<file path="config.mk">
export PLATFORM = sky130hd
export DESIGN_NAME = mem_port_arbiter_flat
export DESIGN_NICKNAME = d
export VERILOG_FILES = /design/src/rtl/mem_arb_pkg.sv /design/src/rtl/mem_port_arbiter_if.sv /design/src/rtl/rr_priority_pick.sv /design/src/rtl/mem_port_arbiter.sv /design/src/flat_wrapper.sv
export SDC_FILE = /design/constraint.sdc
export NUM_CORES = 1
export LEC_CHECK = 0
export BUFFER_PORTS_ARGS = -buffer_cell sky130_fd_sc_hd__buf_2
export CAP_MARGIN = 20
export CORE_AREA = 2 2 106 108
export CTS_BUF_LIST = sky130_fd_sc_hd__clkbuf_16
export DETAILED_ROUTE_END_ITERATION = 8
export DIE_AREA = 0 0 108 110
export GPL_TIMING_DRIVEN = 0
export PLACE_DENSITY = 0.58
export SLEW_MARGIN = 20
export SYNTH_ARGS = -nofsm -noshare
export SYNTH_HDL_FRONTEND = slang
export SYNTH_HIERARCHICAL = 1
export SYNTH_SLANG_ARGS = --single-unit
export TNS_END_PERCENT = 20
</file>
<file path="constraint.sdc">
create_clock -name clk -period 5.05 [get_ports clk]
set_input_delay 0.2525 -clock clk [delete_from_list [all_inputs] [get_ports clk]]
set_output_delay 0.2525 -clock clk [all_outputs]
set_load 0.01 [all_outputs]
</file>
<file path="src/rtl/mem_arb_pkg.sv">
// Shared definitions for the memory-port arbiter and its round-robin picker.
package mem_arb_pkg;

  localparam int unsigned DEF_ADDR_W  = 32;
  localparam int unsigned DEF_DATA_W  = 32;
  localparam int unsigned MAX_NUM_REQ = 8;

  // Requester index; wide enough for MAX_NUM_REQ requesters.
  typedef logic [2:0] req_idx_t;

  function automatic int unsigned clog2(input int unsigned v);
    int unsigned r;
    r = 0;
    while ((64'd1 << r) < 64'(v)) begin
      r++;
    end
    return r;
  endfunction

endpackage

</file>
<file path="src/rtl/mem_port_arbiter_if.sv">
// Kernel/memory side bundle of the arbiter. The master side is the kernels plus the
// memory controller; the slave side is the arbiter itself.
interface mem_port_arbiter_if #(
    parameter int unsigned NUM_REQ = 2,
    parameter int unsigned ADDR_W  = mem_arb_pkg::DEF_ADDR_W,
    parameter int unsigned DATA_W  = mem_arb_pkg::DEF_DATA_W
);

    logic [NUM_REQ-1:0]        req;
    logic [NUM_REQ-1:0]        we;
    logic [NUM_REQ-1:0]        lock;
    logic [NUM_REQ*ADDR_W-1:0] addr;
    logic [NUM_REQ*DATA_W-1:0] wdata;
    logic [NUM_REQ-1:0]        gnt;
    logic [NUM_REQ-1:0]        rvalid;
    logic [DATA_W-1:0]         rdata;

    logic                      mem_en;
    logic                      mem_we;
    logic [ADDR_W-1:0]         mem_addr;
    logic [DATA_W-1:0]         mem_wdata;
    logic [DATA_W-1:0]         mem_rdata;

    modport master (
        output req, we, lock, addr, wdata, mem_rdata,
        input  gnt, rvalid, rdata, mem_en, mem_we, mem_addr, mem_wdata
    );

    modport slave (
        input  req, we, lock, addr, wdata, mem_rdata,
        output gnt, rvalid, rdata, mem_en, mem_we, mem_addr, mem_wdata
    );

endinterface

</file>
<file path="src/rtl/rr_priority_pick.sv">
// Combinational find-first-set over req, starting at ptr and wrapping around.
// Produces a one-hot grant and its encoded index; ptr must be below N.
module rr_priority_pick
    import mem_arb_pkg::*;
#(
    parameter int unsigned N = 2
) (
    input  logic [N-1:0] req,
    input  req_idx_t     ptr,
    output logic [N-1:0] gnt_oh,
    output req_idx_t     idx,
    output logic         valid
);

    always_comb begin
        valid  = 1'b0;
        idx    = '0;
        gnt_oh = '0;
        // First pass covers ptr..N-1, second pass wraps to 0..ptr-1.
        for (int i = 0; i < N; i++) begin
            if (!valid && req[i] && (req_idx_t'(i) >= ptr)) begin
                valid = 1'b1;
                idx   = req_idx_t'(i);
            end
        end
        for (int i = 0; i < N; i++) begin
            if (!valid && req[i]) begin
                valid = 1'b1;
                idx   = req_idx_t'(i);
            end
        end
        for (int i = 0; i < N; i++) begin
            gnt_oh[i] = valid && (idx == req_idx_t'(i));
        end
    end

endmodule

</file>
<file path="src/rtl/mem_port_arbiter.sv">
// Round-robin arbiter sharing one single-port memory between NUM_REQ kernels, with an
// optional watchdog-bounded lock and one-cycle read-data return.
module mem_port_arbiter
    import mem_arb_pkg::*;
#(
    parameter int unsigned NUM_REQ  = 2,
    parameter int unsigned ADDR_W   = DEF_ADDR_W,
    parameter int unsigned DATA_W   = DEF_DATA_W,
    parameter int unsigned MAX_LOCK = 16
) (
    input logic               clk,
    input logic               reset,
    mem_port_arbiter_if.slave bus
);

    localparam int unsigned CntW = clog2(MAX_LOCK + 1);
    typedef logic [CntW-1:0] cnt_t;

    if (NUM_REQ < 2 || NUM_REQ > MAX_NUM_REQ) begin : g_bad_num_req
        $error("NUM_REQ out of range");
    end

    req_idx_t           ptr_q, ptr_d;
    req_idx_t           owner_q, owner_d;
    logic               owner_v_q, owner_v_d;
    cnt_t               lock_cnt_q, lock_cnt_d;
    logic [NUM_REQ-1:0] rd_pend_q;

    logic [NUM_REQ-1:0] pick_oh, owner_oh, gnt;
    req_idx_t           pick_idx, gnt_idx, next_ptr;
    logic               pick_valid, owner_req, locked, mem_en;
    logic               gnt_we, gnt_lock;
    cnt_t               cnt_inc;
    logic [ADDR_W-1:0]  sel_addr;
    logic [DATA_W-1:0]  sel_wdata;

    rr_priority_pick #(
        .N (NUM_REQ)
    ) u_pick (
        .req    (bus.req),
        .ptr    (ptr_q),
        .gnt_oh (pick_oh),
        .idx    (pick_idx),
        .valid  (pick_valid)
    );

    always_comb begin
        owner_req = 1'b0;
        owner_oh  = '0;
        for (int i = 0; i < NUM_REQ; i++) begin
            if (owner_q == req_idx_t'(i)) begin
                owner_req   = bus.req[i];
                owner_oh[i] = 1'b1;
            end
        end
        // A lock only holds while its owner keeps requesting.
        locked  = owner_v_q && owner_req;
        gnt     = locked ? owner_oh : pick_oh;
        gnt_idx = locked ? owner_q : pick_idx;
        mem_en  = locked || pick_valid;

        sel_addr  = '0;
        sel_wdata = '0;
        gnt_we    = 1'b0;
        gnt_lock  = 1'b0;
        for (int i = 0; i < NUM_REQ; i++) begin
            if (gnt[i]) begin
                sel_addr  = bus.addr[i*ADDR_W +: ADDR_W];
                sel_wdata = bus.wdata[i*DATA_W +: DATA_W];
                gnt_we    = bus.we[i];
                gnt_lock  = bus.lock[i];
            end
        end
    end

    always_comb begin
        ptr_d      = ptr_q;
        owner_d    = owner_q;
        owner_v_d  = owner_v_q;
        lock_cnt_d = lock_cnt_q;
        next_ptr   = (gnt_idx == req_idx_t'(NUM_REQ - 1)) ? '0 : gnt_idx + req_idx_t'(1);
        cnt_inc    = locked ? lock_cnt_q + cnt_t'(1) : cnt_t'(1);

        if (owner_v_q && !owner_req) begin
            owner_v_d  = 1'b0;
            lock_cnt_d = '0;
        end

        if (mem_en) begin
            if (!gnt_lock) begin
                ptr_d      = next_ptr;
                owner_v_d  = 1'b0;
                lock_cnt_d = '0;
            end else if (cnt_inc == cnt_t'(MAX_LOCK)) begin
                // Watchdog: force the owner to give up the port next cycle.
                owner_d    = gnt_idx;
                owner_v_d  = 1'b0;
                lock_cnt_d = '0;
                ptr_d      = next_ptr;
            end else begin
                owner_d    = gnt_idx;
                owner_v_d  = 1'b1;
                lock_cnt_d = cnt_inc;
            end
        end
    end

    always_ff @(posedge clk) begin
        if (reset) begin
            ptr_q      <= '0;
            owner_q    <= '0;
            owner_v_q  <= 1'b0;
            lock_cnt_q <= '0;
            rd_pend_q  <= '0;
        end else begin
            ptr_q      <= ptr_d;
            owner_q    <= owner_d;
            owner_v_q  <= owner_v_d;
            lock_cnt_q <= lock_cnt_d;
            rd_pend_q  <= gnt & ~bus.we;
        end
    end

    assign bus.gnt       = gnt;
    assign bus.mem_en    = mem_en;
    assign bus.mem_we    = mem_en && gnt_we;
    assign bus.mem_addr  = sel_addr;
    assign bus.mem_wdata = sel_wdata;
    assign bus.rvalid    = rd_pend_q;
    assign bus.rdata     = bus.mem_rdata;

endmodule

</file>
<file path="src/flat_wrapper.sv">
// flat-port wrapper written by rule: the top's interface ports become plain ports
module mem_port_arbiter_flat import mem_arb_pkg::*;
#(
    parameter int unsigned NUM_REQ  = 2,
    parameter int unsigned ADDR_W   = DEF_ADDR_W,
    parameter int unsigned DATA_W   = DEF_DATA_W,
    parameter int unsigned MAX_LOCK = 16
)
  (clk, reset, bus_req, bus_we, bus_lock, bus_addr, bus_wdata, bus_mem_rdata, bus_gnt, bus_rvalid, bus_rdata, bus_mem_en, bus_mem_we, bus_mem_addr, bus_mem_wdata);
  mem_port_arbiter_if #(.NUM_REQ(NUM_REQ), .ADDR_W(ADDR_W), .DATA_W(DATA_W)) bus_i ();
  input logic clk;
  input logic reset;
  input wire logic [$bits(bus_i.req)-1:0] bus_req;
  input wire logic [$bits(bus_i.we)-1:0] bus_we;
  input wire logic [$bits(bus_i.lock)-1:0] bus_lock;
  input wire logic [$bits(bus_i.addr)-1:0] bus_addr;
  input wire logic [$bits(bus_i.wdata)-1:0] bus_wdata;
  input wire logic [$bits(bus_i.mem_rdata)-1:0] bus_mem_rdata;
  output wire logic [$bits(bus_i.gnt)-1:0] bus_gnt;
  output wire logic [$bits(bus_i.rvalid)-1:0] bus_rvalid;
  output wire logic [$bits(bus_i.rdata)-1:0] bus_rdata;
  output wire logic [$bits(bus_i.mem_en)-1:0] bus_mem_en;
  output wire logic [$bits(bus_i.mem_we)-1:0] bus_mem_we;
  output wire logic [$bits(bus_i.mem_addr)-1:0] bus_mem_addr;
  output wire logic [$bits(bus_i.mem_wdata)-1:0] bus_mem_wdata;
  assign bus_i.req = bus_req;
  assign bus_i.we = bus_we;
  assign bus_i.lock = bus_lock;
  assign bus_i.addr = bus_addr;
  assign bus_i.wdata = bus_wdata;
  assign bus_i.mem_rdata = bus_mem_rdata;
  assign bus_gnt = bus_i.gnt;
  assign bus_rvalid = bus_i.rvalid;
  assign bus_rdata = bus_i.rdata;
  assign bus_mem_en = bus_i.mem_en;
  assign bus_mem_we = bus_i.mem_we;
  assign bus_mem_addr = bus_i.mem_addr;
  assign bus_mem_wdata = bus_i.mem_wdata;
  mem_port_arbiter #(.NUM_REQ(NUM_REQ), .ADDR_W(ADDR_W), .DATA_W(DATA_W), .MAX_LOCK(MAX_LOCK)) u_core (.clk(clk), .reset(reset), .bus(bus_i));
endmodule
</file>
==> results of run 1 <==
[worst register-to-register path: stages (launching register included)]
cell and delay [ns]:
dfxtp_1 0.30, or3b_1 0.42, a21oi_1 0.36, a21oi_1 0.19, nor3b_1 0.64, mux2i_1 0.26, nor2_1 0.05
[cells by family (layout without fill, tap and decap cells)]
| group | after synthesis | in the layout |
|---|---|---|
| multiplexers | 6 | 6 |
| XOR/XNOR | 2 | 2 |
| other | 1 | 2 |
| AND/OR/NAND/NOR | 52 | 52 |
| flip-flops | 14 | 14 |
| adder cells (fa/ha/maj) | 1 | 1 |
| AO/OA/AOI/OAI | 89 | 89 |
| buffers and inverters | 55 | 296 |
[worst min-delay path by stage]
stage,endpoint,cells after the start,slack [ns]
after global placement,u_core/bus.rvalid[1]$_SDFF_PP0_,2,0.44
after floorplan,u_core/bus.rvalid[0]$_SDFF_PP0_,1,0.33
after detailed placement,u_core/bus.rvalid[0]$_SDFF_PP0_,2,0.44
final,u_core/bus.rvalid[0]$_SDFF_PP0_,2,0.18
after global routing,u_core/bus.rvalid[0]$_SDFF_PP0_,2,0.18
after CTS,u_core/bus.rvalid[0]$_SDFF_PP0_,2,0.18
[power groups by stage]
stage / Sequential, mW / Combinational, mW / Clock [mW]
2_1_floorplan: 0.123 / 0.208 / 0
3_3_place_gp: 0.123 / 0.375 / 0
3_5_place_dp: 0.123 / 0.380 / 0
4_1_cts: 0.121 / 0.381 / 0.156
5_1_grt: 0.122 / 0.411 / 0.161
6_report: 0.121 / 0.379 / 0.151
[stage by stage]
stage	util (%)	power [mW]	setup slack (ns)	cells	hold WS, ns
6_report	29.9	0.651	2.24	602	0.180
5_1_grt	29.9	0.693	2.05	602	0.184
4_1_cts	29.9	0.658	2.23	602	0.178
3_5_place_dp	29.2	0.503	2.50	598	0.438
3_3_place_gp	29.2	0.498	2.54	598	0.436
2_1_floorplan	-	0.330	2.87	221	0.329
[layout make-up]
cell class | count | area, um2
Sequential cell | 14 | 280
Multi-Input combinational cell | 152 | 1100
Clock inverter | 1 | 3.75
Tap cell | 140 | 175
Inverter | 4 | 15.0
Clock buffer | 3 | 75.1
Fill cell | 1175 | 7500
Timing Repair Buffer | 237 | 1190
Buffer | 51 | 360
[state kept, by name, summed over array words and instances, names as in the netlist]
name               count
u_core/owner_v_q       1
u_core/ptr_q           3
u_core/lock_cnt_q      5
u_core/owner_q         3
u_core/bus.rvalid      2
[layout by cell type (no fill, tap or decap), types with 4 or more instances in the layout]
cell | netlist | final
nand3_1 | 7 | 7
clkbuf_1 | 4 | 4
buf_6 | 4 | 4
a22o_1 | 64 | 64
buf_2 | 9 | 246
nand2_1 | 10 | 10
nor2_1 | 11 | 11
dfxtp_1 | 14 | 14
mux2i_1 | 5 | 5
inv_1 | 4 | 4
a21oi_1 | 10 | 10
buf_4 | 34 | 34
[per-layer routing]
metal | part of all wire, % | global-route usage, % | vias to the layer above
li1 | - | - | 1288
met2 | 52 | 24.5 | 141
met3 | 9.3 | 3.06 | 14
met1 | 37 | 14.5 | 1231
met4 | 2.5 | 4.76 | 2
met5 | 0.077 | 0 | -
==> impl_metrics.toml, run 1 <==
[power_and_ir_drop]
power_leakage_nw = 1.83
p_sw_share_pct = 37.0
p_int_mw = 0.410
power_frac_comb_pct = 58.2
irDropWorstVdd_mv = 0.0937
pwr-share-seq_pct = 18.6
power_density_nw_per_um2 = 203
switchingPower_mw = 0.241
p_clk_share_pct = 23.2

[timing]
hold_viol_final = 0
setup_viol = 0
rsz0062_at_grt = "no"
fmax_mhz = 356
fin_worst_skew_ns = 0.00173
period_minus_slack_ns = 2.81
setup_tns_ns = 0
period_share_pct = 55.6
maxSlewHeadroom_pct = 51.1
final_max_slew_viol_count = 0
worst_slew_pin_slew_ns = 0.732

[synth]
yosys.area.top_type = "a22o_1"
synthTopCellsByCount = "a22o_1 (64), buf_4 (34), dfxtp_1 (14)"
syn_area_per_cell_um2 = 7.98
synth-xor-area-share_pct = 0.998
synth_cell_types = 40
synth_ff_type = "dfxtp_1"
synth_top_family_by_area = "compound AO/OA/AOI/OAI gates"
synth_compound_area_share_pct = 40.7
synth_simple_gate_area_share_pct = 16.3
ys_ff_latch = 14
yosysMostFrequentCell = "a22o_1"
syn_inst = 220
netlist_top_cells_area = "a22o_1 (32%), dfxtp_1 (16%), buf_4 (15%)"
ys_seq_area_share_pct = 16.0
synth_edf_count = 0
synthAdderAreaFrac_pct = 0.713
synthMuxAreaShare_pct = 3.71
synth_top_cell_area_share_pct = 31.9
ys_async_sr_fraction_pct = 0
synth_area_um2 = 1760
yosys_warnings = 6

[placement]
dp_hpwl_um = 8030
port_buffers = 237
dpl_cell_area_um2 = 3120
gp_congestion = 0.883

[run]
max_cap_viol_count = 0

[hold_path]
hold_class = "in2reg"
min-delay-start = "bus_we[0]"

[worst_setup_path]
timing.rr.end = "u_core/owner_q[0]$_SDFFE_PP0P_"
crit_type = "reg2out"
slowest_stage = "or3b_4"
end_kind = "output pin"
reg2reg_depth = 6
critical_path_buf_inv_count = 4
timing.rr.start = "u_core/ptr_q[2]$_SDFFE_PP0P_"
max_stage_delay_ns = 0.42
critPathRequiredTime_ns = 4.80
crit_fanout = 10
cp-startpoint = "u_core/owner_v_q$_SDFFE_PP0P_"
path_delay_family = "buffers and inverters"
crit_path_end = "bus_mem_addr[10]"
crit_top_cell = "buf_2"
path_depth = 8
crit_chain = "or3b_4 > or2_1 > buf_2 > o22ai_1 > buf_2 > buf_2 > a22o_1 > buf_2"
cp.arrival_ns = 2.55
start_kind = "register"
r2r_slack_ns = 2.70

[grt]
grt_usage_pct = 13.1
grt_pass1_wl_um = 12000
first_global_vias = 2340
grt_overflow = 0
grt_antenna_before_repair = 1
grt_max_degree = 11

[drt]
wl_per_cell_um = 15.2
first_pass_iters = 4
postRouteAntennaNets = 0
drtIter0Drc = 116
drcViolationCount = 0
vias = 2676
routed_via_density = 4.45
routed_wl_um = 9150

[clock_network]
cts.clk_slew.worst_paths_ns = 0.05
clock_sinks = 14
post-cts-setup-buffers = 0
ctsHoldBuffers = 0
cts_tree = "done"
cts_made_buffers = 3
root_buffer = "clkbuf_16"
cts_resized = 0
clk_latency_ns = 0.24
clockBufferDepth = 2
cts_htree_levels = 1

[cells_and_area]
layout-drive-gt1-share_pct = 63.0
final_net_count = 632
area_growth_pct = 82.3
stdcell_area_um2 = 3200
antenna_cells = 0

[die]
core.rowCount = 38
chipWidth_um = 108
start_util_pct = 16.4
die_h_um = 110
core_um2 = 10700
io_pins = 270
die_area_um2 = 11900

[run_status]
outcome = "completed"
Power figures use the tool's default switching activity.
==> run 2, diff against run 1 <==
--- a/config.mk
+++ b/config.mk
@@ -12,7 +12,7 @@
 export DETAILED_ROUTE_END_ITERATION = 8
 export DIE_AREA = 0 0 108 110
 export GPL_TIMING_DRIVEN = 0
-export PLACE_DENSITY = 0.58
+export PLACE_DENSITY = 0.59
 export SLEW_MARGIN = 20
 export SYNTH_ARGS = -nofsm -noshare
 export SYNTH_HDL_FRONTEND = slang
==> constraint.sdc (replaced) <==
create_clock -name clk -period 2.4 [get_ports clk]
set_input_delay 0.12 -clock clk [delete_from_list [all_inputs] [get_ports clk]]
set_output_delay 0.12 -clock clk [all_outputs]
set_load 0.01 [all_outputs]
==> run 2 against run 1 <==
Via count up 1.4%. Sequential share of layout area decreased by 0.22 points. Sequential power rose by 110%. Clock skew is 0.0013 ns higher. Sequential cell count did not move. Critical endpoint is now bus_mem_addr[4]. Largest power group unchanged.
==> impl_metrics.toml, run 2 (synthesis gave the netlist of run 1 again) <==
[drt]
drtIter0Drc = 126
wl_per_cell_um = 15.1
first_pass_iters = 6
routed_wl_um = 9130
routed_via_density = 4.48
postRouteAntennaNets = 0
drcViolationCount = 0
vias = 2714

[worst_setup_path]
crit_fanout = 10
crit_type = "reg2out"
crit_chain = "or3b_4 > or2_4 > mux2_4 > buf_8 > buf_6 > a22o_1 > buf_2"
max_stage_delay_ns = 0.40
critPathRequiredTime_ns = 2.28
start_kind = "register"
slowest_stage = "or3b_4"
cp.arrival_ns = 2.23
end_kind = "output pin"

[cells_and_area]
final_net_count = 636
largestRegisters = "u_core/lock_cnt_q: 5 flops, u_core/owner_q: 3 flops, u_core/ptr_q: 3 flops"
final_common_cell = "buf_2"
layout_common_cells = "buf_2 (239), a22o_1 (64), buf_4 (40)"
area_growth_pct = 89.4
antenna_cells = 0
layout-drive-gt1-share_pct = 65.7
largest_register_ffs = 5
stdcell_area_um2 = 3320
regMostFlops = "u_core/lock_cnt_q"

[timing]
hold_viol_final = 0
fmax_mhz = 425
maxSlewHeadroom_pct = 53.0
final_max_slew_viol_count = 0
setup_tns_ns = 0
setup_viol = 0
period_share_pct = 98.0
rsz0062_at_grt = "yes"
fin_worst_skew_ns = 0.00302
period_minus_slack_ns = 2.35
worst_slew_pin_slew_ns = 0.696

[die]
die_h_um = 110
chipWidth_um = 108
core_um2 = 10700
io_pins = 270
start_util_pct = 16.4
die_area_um2 = 11900
core.rowCount = 38

[power_and_ir_drop]
p_clk_share_pct = 22.6
pwr-share-seq_pct = 18.0
power_leakage_nw = 1.89
p_int_mw = 0.899
irDropWorstVdd_mv = 0.295
power_frac_comb_pct = 59.3
power_density_nw_per_um2 = 426
switchingPower_mw = 0.516
p_sw_share_pct = 36.5

[clock_network]
clk_latency_ns = 0.25
ctsHoldBuffers = 0
clock_sinks = 14
cts_htree_levels = 1
cts_made_buffers = 3
cts_tree = "done"
clockBufferDepth = 2
root_buffer = "clkbuf_16"
cts.clk_slew.worst_paths_ns = 0.05

[grt]
grt_usage_pct = 12.9
grt_antenna_before_repair = 0
first_global_vias = 2358
grt_max_degree = 11
grt_pass1_wl_um = 12000
grt_overflow = 0

[run]
max_cap_viol_count = 0

[run_status]
outcome = "completed"

[placement]
gp_congestion = 0.889
port_buffers = 237
dpl_cell_area_um2 = 3120
dp_hpwl_um = 7720

[hold_path]
hold_class = "in2reg"
## run 2: routing by layer
layer | track usage, % | wire [um] | vias to the layer above | part of all wire [%]
li1 | - | - | 1295 | -
met1 | 15.3 | 3460 | 1265 | 38
met2 | 24.8 | 4870 | 143 | 53
met3 | 1.29 | 692 | 11 | 7.6
met4 | 3.39 | 108 | 0 | 1.2
met5 | 0 | 0 | - | 0
## run 2: final timing paths
check                                 start  slack (ns)  cells past startpoint                               to
max          u_core/owner_q[1]$_SDFFE_PP0P_        0.05                      7                  bus_mem_addr[4]
min                               bus_we[0]        0.06                      2  u_core/bus.rvalid[0]$_SDFF_PP0_
max reg2reg    u_core/ptr_q[0]$_SDFFE_PP0P_        0.37                      7   u_core/owner_q[2]$_SDFFE_PP0P_
min reg2reg    u_core/ptr_q[1]$_SDFFE_PP0P_        0.46                      2     u_core/ptr_q[1]$_SDFFE_PP0P_
## run 2: through the flow
step / hold WS, ns / worst slack [ns] / std cells / util (%) / power [mW]
floorplan: 0.196 / 0.353 / 221 / - / 0.695
global placement: 0.302 / -0.00537 / 598 / 29.2 / 1.05
detailed placement: 0.306 / -0.0277 / 598 / 29.2 / 1.06
CTS: 0.0480 / -0.0410 / 607 / 30.8 / 1.42
global route: 0.0663 / -0.00186 / 606 / 31.1 / 1.50
finish: 0.0647 / 0.0475 / 606 / 31.1 / 1.42
## run 2: cell type report
type	instances	area, um2
flip-flops and latches	14	284
repair buffers	242	1250
clock buffers	3	75.1
plain buffers	50	387
inverters	4	15.0
multi-input cells	152	1130
fillers	1141	7370
clock inverters	1	3.75
well taps	140	175
## run 2: timing repair
action	4_1_cts	5_1_grt
setup endpoints to repair	65	70
cloned	2	0
gates resized for setup	15	12
pin swaps	8	2
buffers inserted	3	0
## run 2: power by group through the flow
stage / combinational, mW / clock, mW / sequential (mW)
global placement: 0.787 / 0 / 0.259
global route: 0.906 / 0.336 / 0.256
floorplan: 0.437 / 0 / 0.258
CTS: 0.836 / 0.329 / 0.254
detailed placement: 0.797 / 0 / 0.259
finish: 0.840 / 0.321 / 0.255
## run 2: critical path: cells and delay by family, from the launching register on
family,cells,cell delay [ns]
compound gates,1,0.23
buf+inv,3,0.42
flops,1,0.31
mux,1,0.35
simple gates,2,0.66
